==> config.mk <==
export PLATFORM = sky130hd
export DESIGN_NAME = sugar_store
export DESIGN_NICKNAME = d
export VERILOG_FILES = /design/src/rtl/sugar_store.sv
export SDC_FILE = /design/constraint.sdc
export NUM_CORES = 2
export LEC_CHECK = 0
export BUFFER_PORTS_ARGS = -buffer_cell sky130_fd_sc_hd__clkbuf_2
export CAP_MARGIN = 20
export CORE_ASPECT_RATIO = 1.25
export CORE_MARGIN = 2
export CORE_UTILIZATION = 35
export DETAILED_ROUTE_END_ITERATION = 7
export PLACE_DENSITY = 0.54
export SKIP_CTS_REPAIR_TIMING = 1
export SYNTH_ARGS = -nofsm -noshare
export SYNTH_HDL_FRONTEND = slang
export SYNTH_SLANG_ARGS = --single-unit
==> constraint.sdc <==
create_clock -name Clk -period 57 [get_ports Clk]
set_input_delay 5.7 -clock Clk [delete_from_list [all_inputs] [get_ports Clk]]
set_output_delay 5.7 -clock Clk [all_outputs]
set_load 0.02 [all_outputs]
==> src/rtl/sugar_store.sv <==
// sugar_store: multi-unit sugar bank for the ant grid.
//
// Holds a SUGAR_W-bit sugar count for each of LOC_NUM locations. Each accepted
// update performs a read-modify-write: ants that want sugar are granted one unit
// each, lowest index first, limited by the stored count. Placed sugar is then
// added with saturation at SMAX, and the result is reported two cycles after
// the accept edge.
//
// Ports:
//   Clk            in   system clock, rising edge
//   Reset          in   synchronous active-high reset
//   upd_valid      in   update request present
//   upd_ready      out  request accepted when high (only in RUN)
//   upd_loc        in   location being updated
//   isUpdating     in   per-ant: ant is part of this update
//   ant_acquiring  in   per-ant: ant wants one unit of sugar
//   place_amt      in   sugar units placed at upd_loc
//   res_valid      out  one-cycle result strobe per accepted request
//   res_loc        out  location of the result
//   res_grant      out  ants granted one unit each
//   res_sugar      out  new count written back
//   res_has_sugar  out  res_sugar != 0 (replaces the legacy 1-bit flag)
//   res_sat        out  addition was clipped at SMAX
//   init_done      out  memory clear complete
module sugar_store #(
  parameter int ANT_NUM = 8,
  parameter int LOC_NUM = 1024,
  parameter int SUGAR_W = 4,
  localparam int LOC_W = $clog2(LOC_NUM)
) (
  input  logic               Clk,
  input  logic               Reset,
  input  logic               upd_valid,
  output logic               upd_ready,
  input  logic [LOC_W-1:0]   upd_loc,
  input  logic [ANT_NUM-1:0] isUpdating,
  input  logic [ANT_NUM-1:0] ant_acquiring,
  input  logic [SUGAR_W-1:0] place_amt,
  output logic               res_valid,
  output logic [LOC_W-1:0]   res_loc,
  output logic [ANT_NUM-1:0] res_grant,
  output logic [SUGAR_W-1:0] res_sugar,
  output logic               res_has_sugar,
  output logic               res_sat,
  output logic               init_done
);

  typedef enum logic [0:0] {
    ST_INIT = 1'b0,
    ST_RUN  = 1'b1
  } state_e;

  localparam logic [SUGAR_W-1:0] SMAX     = {SUGAR_W{1'b1}};
  localparam logic [SUGAR_W:0]   SMAX_EXT = {1'b0, SMAX};
  localparam logic [SUGAR_W:0]   ONE_EXT  = (SUGAR_W+1)'(1);
  localparam logic [LOC_W-1:0]   LAST_LOC = LOC_W'(LOC_NUM - 1);
  localparam logic [LOC_W-1:0]   ONE_LOC  = LOC_W'(1);

  // Grant the lowest-index requesters, at most cur of them.
  function automatic logic [ANT_NUM-1:0] grant_lowest(input logic [ANT_NUM-1:0] want,
                                                       input logic [SUGAR_W-1:0] cur);
    logic [SUGAR_W:0] cnt;
    grant_lowest = '0;
    cnt = '0;
    for (int i = 0; i < ANT_NUM; i++) begin
      if (want[i] && (cnt < {1'b0, cur})) begin
        grant_lowest[i] = 1'b1;
        cnt = cnt + ONE_EXT;
      end else begin
        grant_lowest[i] = 1'b0;
      end
    end
  endfunction

  // Number of grants; never exceeds cur, so SUGAR_W+1 bits always suffice.
  function automatic logic [SUGAR_W:0] grant_count(input logic [ANT_NUM-1:0] grant);
    grant_count = '0;
    for (int i = 0; i < ANT_NUM; i++) begin
      if (grant[i]) begin
        grant_count = grant_count + ONE_EXT;
      end else begin
        grant_count = grant_count;
      end
    end
  endfunction

  logic [SUGAR_W-1:0] mem_q [LOC_NUM];

  state_e             state_q, state_d;
  logic [LOC_W-1:0]   init_addr_q, init_addr_d;
  logic               upd_ready_q, upd_ready_d;
  logic               init_done_q, init_done_d;

  logic               s0_valid_q, s0_valid_d;
  logic [LOC_W-1:0]   s0_loc_q, s0_loc_d;
  logic [ANT_NUM-1:0] s0_want_q, s0_want_d;
  logic [SUGAR_W-1:0] s0_place_q, s0_place_d;

  logic               s1_valid_q, s1_valid_d;
  logic [LOC_W-1:0]   s1_loc_q, s1_loc_d;
  logic [ANT_NUM-1:0] s1_want_q, s1_want_d;
  logic [SUGAR_W-1:0] s1_place_q, s1_place_d;
  logic [SUGAR_W-1:0] s1_cur_q, s1_cur_d;

  logic               res_valid_q, res_valid_d;
  logic [LOC_W-1:0]   res_loc_q, res_loc_d;
  logic [ANT_NUM-1:0] res_grant_q, res_grant_d;
  logic [SUGAR_W-1:0] res_sugar_q, res_sugar_d;
  logic               res_has_q, res_has_d;
  logic               res_sat_q, res_sat_d;

  logic               accept;
  logic [SUGAR_W-1:0] rd_data;
  logic [ANT_NUM-1:0] s1_grant;
  logic [SUGAR_W:0]   s1_g;
  logic [SUGAR_W:0]   s1_sum;
  logic               s1_sat;
  logic [SUGAR_W-1:0] s1_new;
  logic               mem_we;
  logic [LOC_W-1:0]   mem_wa;
  logic [SUGAR_W-1:0] mem_wd;

  // S1 arithmetic: pickups come out of the stored count before placement is added.
  always_comb begin
    s1_grant = grant_lowest(s1_want_q, s1_cur_q);
    s1_g     = grant_count(s1_grant);
    s1_sum   = {1'b0, s1_cur_q} - s1_g + {1'b0, s1_place_q};
    s1_sat   = (s1_sum > SMAX_EXT);
    if (s1_sat) begin
      s1_new = SMAX;
    end else begin
      s1_new = s1_sum[SUGAR_W-1:0];
    end
  end

  // Memory write port: INIT clears one entry per cycle, RUN writes back S1.
  always_comb begin
    mem_we = 1'b0;
    mem_wa = s1_loc_q;
    mem_wd = s1_new;
    if (Reset) begin
      mem_we = 1'b0;
    end else if (state_q == ST_INIT) begin
      mem_we = 1'b1;
      mem_wa = init_addr_q;
      mem_wd = '0;
    end else if (s1_valid_q) begin
      mem_we = 1'b1;
    end else begin
      mem_we = 1'b0;
    end
  end

  // Sugar count storage (contents are established by INIT, not by reset).
  always_ff @(posedge Clk) begin
    if (mem_we) begin
      mem_q[mem_wa] <= mem_wd;
    end
  end

  assign rd_data = mem_q[s0_loc_q];
  assign accept  = upd_valid & upd_ready_q;

  // Next-state logic for the FSM, the two pipeline stages and the result registers.
  always_comb begin
    state_d     = state_q;
    init_addr_d = init_addr_q;
    upd_ready_d = upd_ready_q;
    init_done_d = init_done_q;
    case (state_q)
      ST_INIT: begin
        init_addr_d = init_addr_q + ONE_LOC;
        if (init_addr_q == LAST_LOC) begin
          state_d     = ST_RUN;
          upd_ready_d = 1'b1;
          init_done_d = 1'b1;
        end else begin
          upd_ready_d = 1'b0;
          init_done_d = 1'b0;
        end
      end
      ST_RUN: begin
        upd_ready_d = 1'b1;
        init_done_d = 1'b1;
      end
      default: begin
        state_d     = ST_INIT;
        init_addr_d = '0;
        upd_ready_d = 1'b0;
        init_done_d = 1'b0;
      end
    endcase

    s0_valid_d = accept;
    if (accept) begin
      s0_loc_d   = upd_loc;
      s0_want_d  = isUpdating & ant_acquiring;
      s0_place_d = place_amt;
    end else begin
      s0_loc_d   = s0_loc_q;
      s0_want_d  = s0_want_q;
      s0_place_d = s0_place_q;
    end

    // The S1 write lands on the same edge as this read, so bypass it when the
    // addresses match; this keeps back-to-back updates to one location exact.
    s1_valid_d = s0_valid_q;
    s1_loc_d   = s0_loc_q;
    s1_want_d  = s0_want_q;
    s1_place_d = s0_place_q;
    if (s1_valid_q && (s1_loc_q == s0_loc_q)) begin
      s1_cur_d = s1_new;
    end else begin
      s1_cur_d = rd_data;
    end

    res_valid_d = s1_valid_q;
    if (s1_valid_q) begin
      res_loc_d   = s1_loc_q;
      res_grant_d = s1_grant;
      res_sugar_d = s1_new;
      res_has_d   = (s1_new != '0);
      res_sat_d   = s1_sat;
    end else begin
      res_loc_d   = res_loc_q;
      res_grant_d = res_grant_q;
      res_sugar_d = res_sugar_q;
      res_has_d   = res_has_q;
      res_sat_d   = res_sat_q;
    end
  end

  // All control and datapath registers, synchronous active-high reset.
  always_ff @(posedge Clk) begin
    if (Reset) begin
      state_q     <= ST_INIT;
      init_addr_q <= '0;
      upd_ready_q <= 1'b0;
      init_done_q <= 1'b0;
      s0_valid_q  <= 1'b0;
      s0_loc_q    <= '0;
      s0_want_q   <= '0;
      s0_place_q  <= '0;
      s1_valid_q  <= 1'b0;
      s1_loc_q    <= '0;
      s1_want_q   <= '0;
      s1_place_q  <= '0;
      s1_cur_q    <= '0;
      res_valid_q <= 1'b0;
      res_loc_q   <= '0;
      res_grant_q <= '0;
      res_sugar_q <= '0;
      res_has_q   <= 1'b0;
      res_sat_q   <= 1'b0;
    end else begin
      state_q     <= state_d;
      init_addr_q <= init_addr_d;
      upd_ready_q <= upd_ready_d;
      init_done_q <= init_done_d;
      s0_valid_q  <= s0_valid_d;
      s0_loc_q    <= s0_loc_d;
      s0_want_q   <= s0_want_d;
      s0_place_q  <= s0_place_d;
      s1_valid_q  <= s1_valid_d;
      s1_loc_q    <= s1_loc_d;
      s1_want_q   <= s1_want_d;
      s1_place_q  <= s1_place_d;
      s1_cur_q    <= s1_cur_d;
      res_valid_q <= res_valid_d;
      res_loc_q   <= res_loc_d;
      res_grant_q <= res_grant_d;
      res_sugar_q <= res_sugar_d;
      res_has_q   <= res_has_d;
      res_sat_q   <= res_sat_d;
    end
  end

  assign upd_ready     = upd_ready_q;
  assign init_done     = init_done_q;
  assign res_valid     = res_valid_q;
  assign res_loc       = res_loc_q;
  assign res_grant     = res_grant_q;
  assign res_sugar     = res_sugar_q;
  assign res_has_sugar = res_has_q;
  assign res_sat       = res_sat_q;

endmodule

### Word-level counts from Yosys, hierarchy flattened

Memory sizes are Yosys's and may differ from the RTL's. A register that Yosys moved wholly into a read port is not among the register bits.
Cells that the tools add are included.

| storage, ports and cells | value |
|---|---|
| flip-flop bits (word level) | 87 |
| logic and storage cells | 98 |
| RAM bits | 4096 |
| output and inout port bits | 27 |
| memories | 1 |
| bits of input ports | 33 |

Memories:

| name | words | bits a word | read ports | clocked after Yosys merged registers in | wr ports | RTL line | RTL |
|---|---|---|---|---|---|---|---|
| mem_q | 1024 | 4 | 1 | 1 | 1 | 87 | `logic [SUGAR_W-1:0] mem_q [LOC_NUM];` |

| operators by class | value |
|---|---|
| $add $sub $neg | 16 |
| eq/ne operators | 2 |
| order comparisons | 9 |
| reductions and logical operators | 10 |
| muxes and demuxes | 39 |
| bitwise operators | 3 |

Operators by type and width:

| operator | number |
|---|---|
| $add 5x1->5 const B | 13 |
| $mux 5 | 13 |
| $mux 10 | 4 |
| $lt 5x4->1 | 7 |
| $mux 1 | 17 |
| $mux 4 | 4 |
| $add 10x1->10 const B | 1 |
| $eq 10x10->1 | 1 |
| $eq 10x10->1 const B | 1 |
| $logic_and 1x1->1 | 9 |
| $and 8x8->8 | 1 |
| $add 5x4->5 | 1 |
| $gt 5x4->1 const B | 1 |
| $sub 4x5->5 | 1 |
| $lt 1x4->1 const A | 1 |
| $reduce_bool 4->1 | 1 |
| $pmux 1 s2 | 1 |
| $and 1x1->1 | 1 |
| $not 1->1 | 1 |

### Logic depth before layout (Yosys ltp)

| depth | value |
|---|---|
| depth after elaboration | 31 |
| gate-level depth with buffers | 58 |
| mapped depth without buffers | 58 |

### Worst setup path before layout

Ideal clock, no wire load.

| timing | value |
|---|---|
| path kind | flip-flop to flip-flop |
| from | reg s1_cur_q[3] |
| to | mem mem_q[0][1], data pin |
| clock period less this slack | 39.846 ns |
| setup slack | 17.154 ns |
| data required time | 52.053 ns |
| setup time | 4.947 ns |
| cell stages (with the launch flop) | 57 |
| buffers on the path | 0 |
| data arrival time | 34.899 ns |
| path through | dfxtp_1 > nor2_1 > nand2_1 > o21ai_0 > inv_1 > ha_1 > ha_1 > nor2_1 > o31a_1 > mux2i_1 > ha_1 > or2_2 > a21oi_1 > o21ai_0 > o311a_1 > or2_1 > ha_1 > a21o_1 > [... 21 more ...] > xor2_1 > ha_1 > o21ai_0 > nand2_1 > nand2_1 > a41oi_2 > nor3b_2 > nor3b_2 > mux2_2 > fa_1 > inv_1 > fa_1 > a21o_1 > a21oi_1 > xor2_1 > nor2_1 > mux2_4 > nor2_1 |

RTL lines:

| element | RTL line | RTL |
|---|---|---|
| start: declaration | 103 | `logic [SUGAR_W-1:0] s1_cur_q, s1_cur_d;` |
| start signal: assignment | 268 | `s1_cur_q <= s1_cur_d;` |
| $lt 1x4->1 * | 66 | `if (want[i] && (cnt < {1'b0, cur})) begin` |
| $logic_and 1x1->1 * | 66 |  |
| $mux 1 * | 66 |  |
| net s1_grant[0] | 114 | `logic [ANT_NUM-1:0] s1_grant;` |
| $mux 1 * | 79 | `if (grant[i]) begin` |
| $add 5x1->5 | 80 | `grant_count = grant_count + ONE_EXT;` |
| $mux 5 * | 79 |  |
| $add 5x1->5 | 80 |  |
| [... 10 more ...] | n/a |  |
| $mux 5 * | 79 |  |
| $sub 4x5->5 * | 127 | `s1_sum = {1'b0, s1_cur_q} - s1_g + {1'b0, s1_place_q};` |
| $add 5x4->5 * | 127 |  |
| $gt 5x4->1 | 128 | `s1_sat = (s1_sum > SMAX_EXT);` |
| $mux 4 * | 129 | `if (s1_sat) begin` |
| $mux 4 | 143 | `end else if (state_q == ST_INIT) begin` |
| $mux 4 * | 141 | `if (Reset) begin` |
| net mem_wd[1] | 121 | `logic [SUGAR_W-1:0] mem_wd;` |
| end: declaration | 87 |  |

The timed path passes the listed nets; every way through them passes the cells marked *.

### Worst setup path in the final report

| timing | value |
|---|---|
| from | reg s1_cur_q[0] |
| to | mem mem_q[470][1], data pin |

RTL lines:

| element | RTL line |
|---|---|
| $lt 1x4->1 | 66 |
| $logic_and 1x1->1 | 66 |
| $mux 1 | 66 |
| $lt 5x4->1 * | 66 |
| $logic_and 1x1->1 * | 66 |
| $mux 1 * | 66 |
| net s1_grant[1] | 114 |
| $mux 5 * | 79 |
| [... 11 more ...] | n/a |
| $mux 5 * | 79 |
| $sub 4x5->5 * | 127 |
| $add 5x4->5 * | 127 |
| $gt 5x4->1 | 128 |
| $mux 4 * | 129 |
| $mux 4 | 143 |
| $mux 4 * | 141 |
| net mem_wd[1] | 121 |

Marks and branches as above.

==> summary.txt <==
run status - complete, no violations
PD cells - 33.6 nW/µm²
CTS root buf - clkbuf_16
Clock Sinks - 4192
post-detail-place hpwl - 252 mm
fin crit share - 30.9%
global route overflow - 0
VDD IR-drop max - 0.0249 mV
Mapped Cells - 7766
cell with the largest stage delay on the worst path - buf_4
CTS clock-pin slew for the worst setup and hold paths - 60 ps
simple-gate area share of the yosys netlist - 3.37%
Worst path most repeated cell - ha_1
GPL Wtd Cong - 0.800
FFs w/ async S/R, synth - 0%
setup ws final - 39390 ps
# rows - 282
Worst Path Required - 57590 ps
hold_sp - s0_valid_q
CTS tree - yes
compound-gate portion of the synthesized area - 0.750%
drt total wl - 428 mm
dpl cells - 13727
port bufs - 59
CP Capture Type - flop
via count - 78340
die height - 773 µm
Clock Latency Late Sink - 970 ps
slew margin rel. - 19.6%
P_leak - 0.0543 µW
Fin Setup TNS - 0 ps
largest family of logic cells by synthesized area - multiplexers
placed cell area - 173000 µm²
total track usage - 17.7%
remaining antenna violation count after routing - 0
Hold Crit Class - flop to flop
Layout Cells excl Fill - 14457
CP bufs+invs - 6
post-synthesis xor/xnor area fraction - 0.184%
htree depth - 5
fin util - 39.6%
f_max - 56.8 MHz
post-synthesis cell type count - 76
Syn Nets - 7831
# DRC - 0
EDFF count, synth - 4096
Worst Path Arrival - 18200 ps
final setup fails - 0
multiplexer share of the synthesized area - 18.6%
fin. max-slew vios - 0
nets - 7946
WP depth - 56
Seq/Total Area, Yosys - 75.5%
layout cells sized above 1 - 27.3%
average size of a mapped cell - 21.3 µm²
fin crit period - 17610 ps
# IOs - 60
max cap viols - 0
pin count of the biggest net entering global routing - 238
Initial DRC Count - 8373
Initial Util - 35.1%
Worst setup startpoint - s1_cur_q[0]
Worst Setup Path Type - flop to flop
ys flop type - edfxtp_1
worst hold stages - 1
Least-Margin Pin Slew - 1210 ps
die area - 478000 µm²
post-synthesis adder-cell area fraction - 0.260%
clk_skew - 76.8 ps
via-per-instance ratio - 5.42
synth-to-layout area growth - 12.7%
startpoint types - flop
drt first pass iters - 6
routed length per instance - 29.6 µm
Worst R2R Path Depth - 56
worst-case clock buffer depth - 4
FF-to-FF Start - s1_cur_q[0]
CP Max Fanout - 201
synth warn - 0
setup slack at placement - 37730 ps
Design Area, Final - 186000 µm²
die span in x - 619 µm
Final Hold Vio Count - 0
Crit path largest cell delay - 890 ps
core area - 471000 µm²
unrepaired setup endpoints after global routing - false
largest delay contributor family on the critical path - compound AO/OA/AOI/OAI gates
Seq cells post-synth - 4192
initial antenna violation count - 19
CTS buffer count - 393
first-pass GRT wire length - 613 mm
vias in the first global route - 82046
synthesized cell area - 165000 µm²
## cell families after synthesis
kind of cell / Yosys count
muxes: 1407
other: 1
buffers and inverters: 559
xor gates and xnor gates: 33
DFF: 4192
AOI/OAI and AO/OA: 164
adders and majority gates: 32
and+or+nand+nor: 1378
## area by class of cell
| class | instances | area [µm²] |
|---|---|---|
| multi-input cells | 3015 | 38600 |
| clock inverters | 253 | 2630 |
| well taps | 6248 | 7820 |
| repair buffers | 246 | 2060 |
| diodes | 4 | 10.0 |
| clock buffers | 466 | 10200 |
| inverters | 33 | 136 |
| fillers | 41432 | 285000 |
| flip-flops and latches | 4192 | 125000 |
## stage by stage
stage	power [µW]	hold slack (ps)
6_report	6270	438
5_1_grt	6440	461
4_1_cts	6320	440
3_5_place_dp	3670	425
3_3_place_gp	3660	417
2_1_floorplan	3750	414
## Yosys cell counts (10+ instances only)
cell type  count  area (µm²)
a211oi_1      14         105
a21oi_1       30         150
a31oi_1       10        62.6
buf_1        104         390
buf_2         78         390
clkbuf_1     342        1280
dfxtp_1       96        1920
edfxtp_1    4096      123000
ha_1          28         350
inv_1         30         113
mux2_2        10         113
mux2i_1       68         681
mux4_2      1326       29900
nand2_1      107         402
nand2b_1      21         131
nand3_1       33         165
nor2_1      1107        4160
nor2b_1       33         206
nor3_1        17        85.1
o211ai_1      11        82.6
o21ai_0       18        90.1
o22a_1        14         123
xnor2_1       23         201
## state kept, by name, indices dropped and copies added, names as in the netlist, named ones only
register / flops
init_addr_q: 10
mem_q: 4096
res_grant: 8
res_has_sugar: 1
res_loc: 10
res_sat: 1
res_sugar: 4
res_valid: 1
res_valid_d: 1
s0_loc_q: 10
s0_place_q: 4
s0_valid_q: 1
s0_want_q: 8
s1_cur_q: 4
s1_loc_q: 10
s1_place_q: 4
s1_want_q: 8
state_q: 1
## worst paths after layout
path                   end  slack (ps)
max reg2reg  mem_q[470][1]       39390
min            res_valid_d         440
max          mem_q[470][1]       39390
min reg2reg    res_valid_d         440
## worst register-to-register path: cells and delay by family, from the launching register on
family	cells	cell delay (ps)
flip-flops	1	700
AO/OA/AOI/OAI	18	4370
AND/OR/NAND/NOR	15	2820
buffers and inverters	6	3710
multiplexers	4	1290
XOR/XNOR	4	1400
adder cells (fa/ha/maj)	9	2860
## placed cells by master, fill, tap and decap left out, drive strengths merged, types with 5 or more instances in the layout
cell type	count
a211oi	16
a21o	6
a21oi	31
a221oi	6
a31oi	10
and2	11
and3	5
buf	187
bufinv	49
clkbuf	525
clkinv	179
clkinvlp	17
dfxtp	96
edfxtp	4096
ha	28
inv	41
mux2	12
mux2i	69
mux4	1326
nand2	107
nand2b	21
nand3	33
nand3b	8
nand4	7
nor2	1107
nor2b	33
nor3	17
nor3b	9
o211ai	12
o21a	6
o21ai	27
o221ai	7
o22a	14
or2	11
or3	5
xnor2	25
xor2	8
## metal layers
layer	track usage (%)	vias up	share of wire (%)
li1	-	32225	-
met1	23.3	42913	40
met2	30.7	2655	51
met3	2.61	547	6.2
met4	4.74	0	2.7
met5	0	-	0
## power breakdown
group,total (µW),switching [µW],internal [µW]
registers,3460,0.694,3460
logic,144,130,14.0
clock network,2660,1160,1510
(Power assumes the default switching activity.)
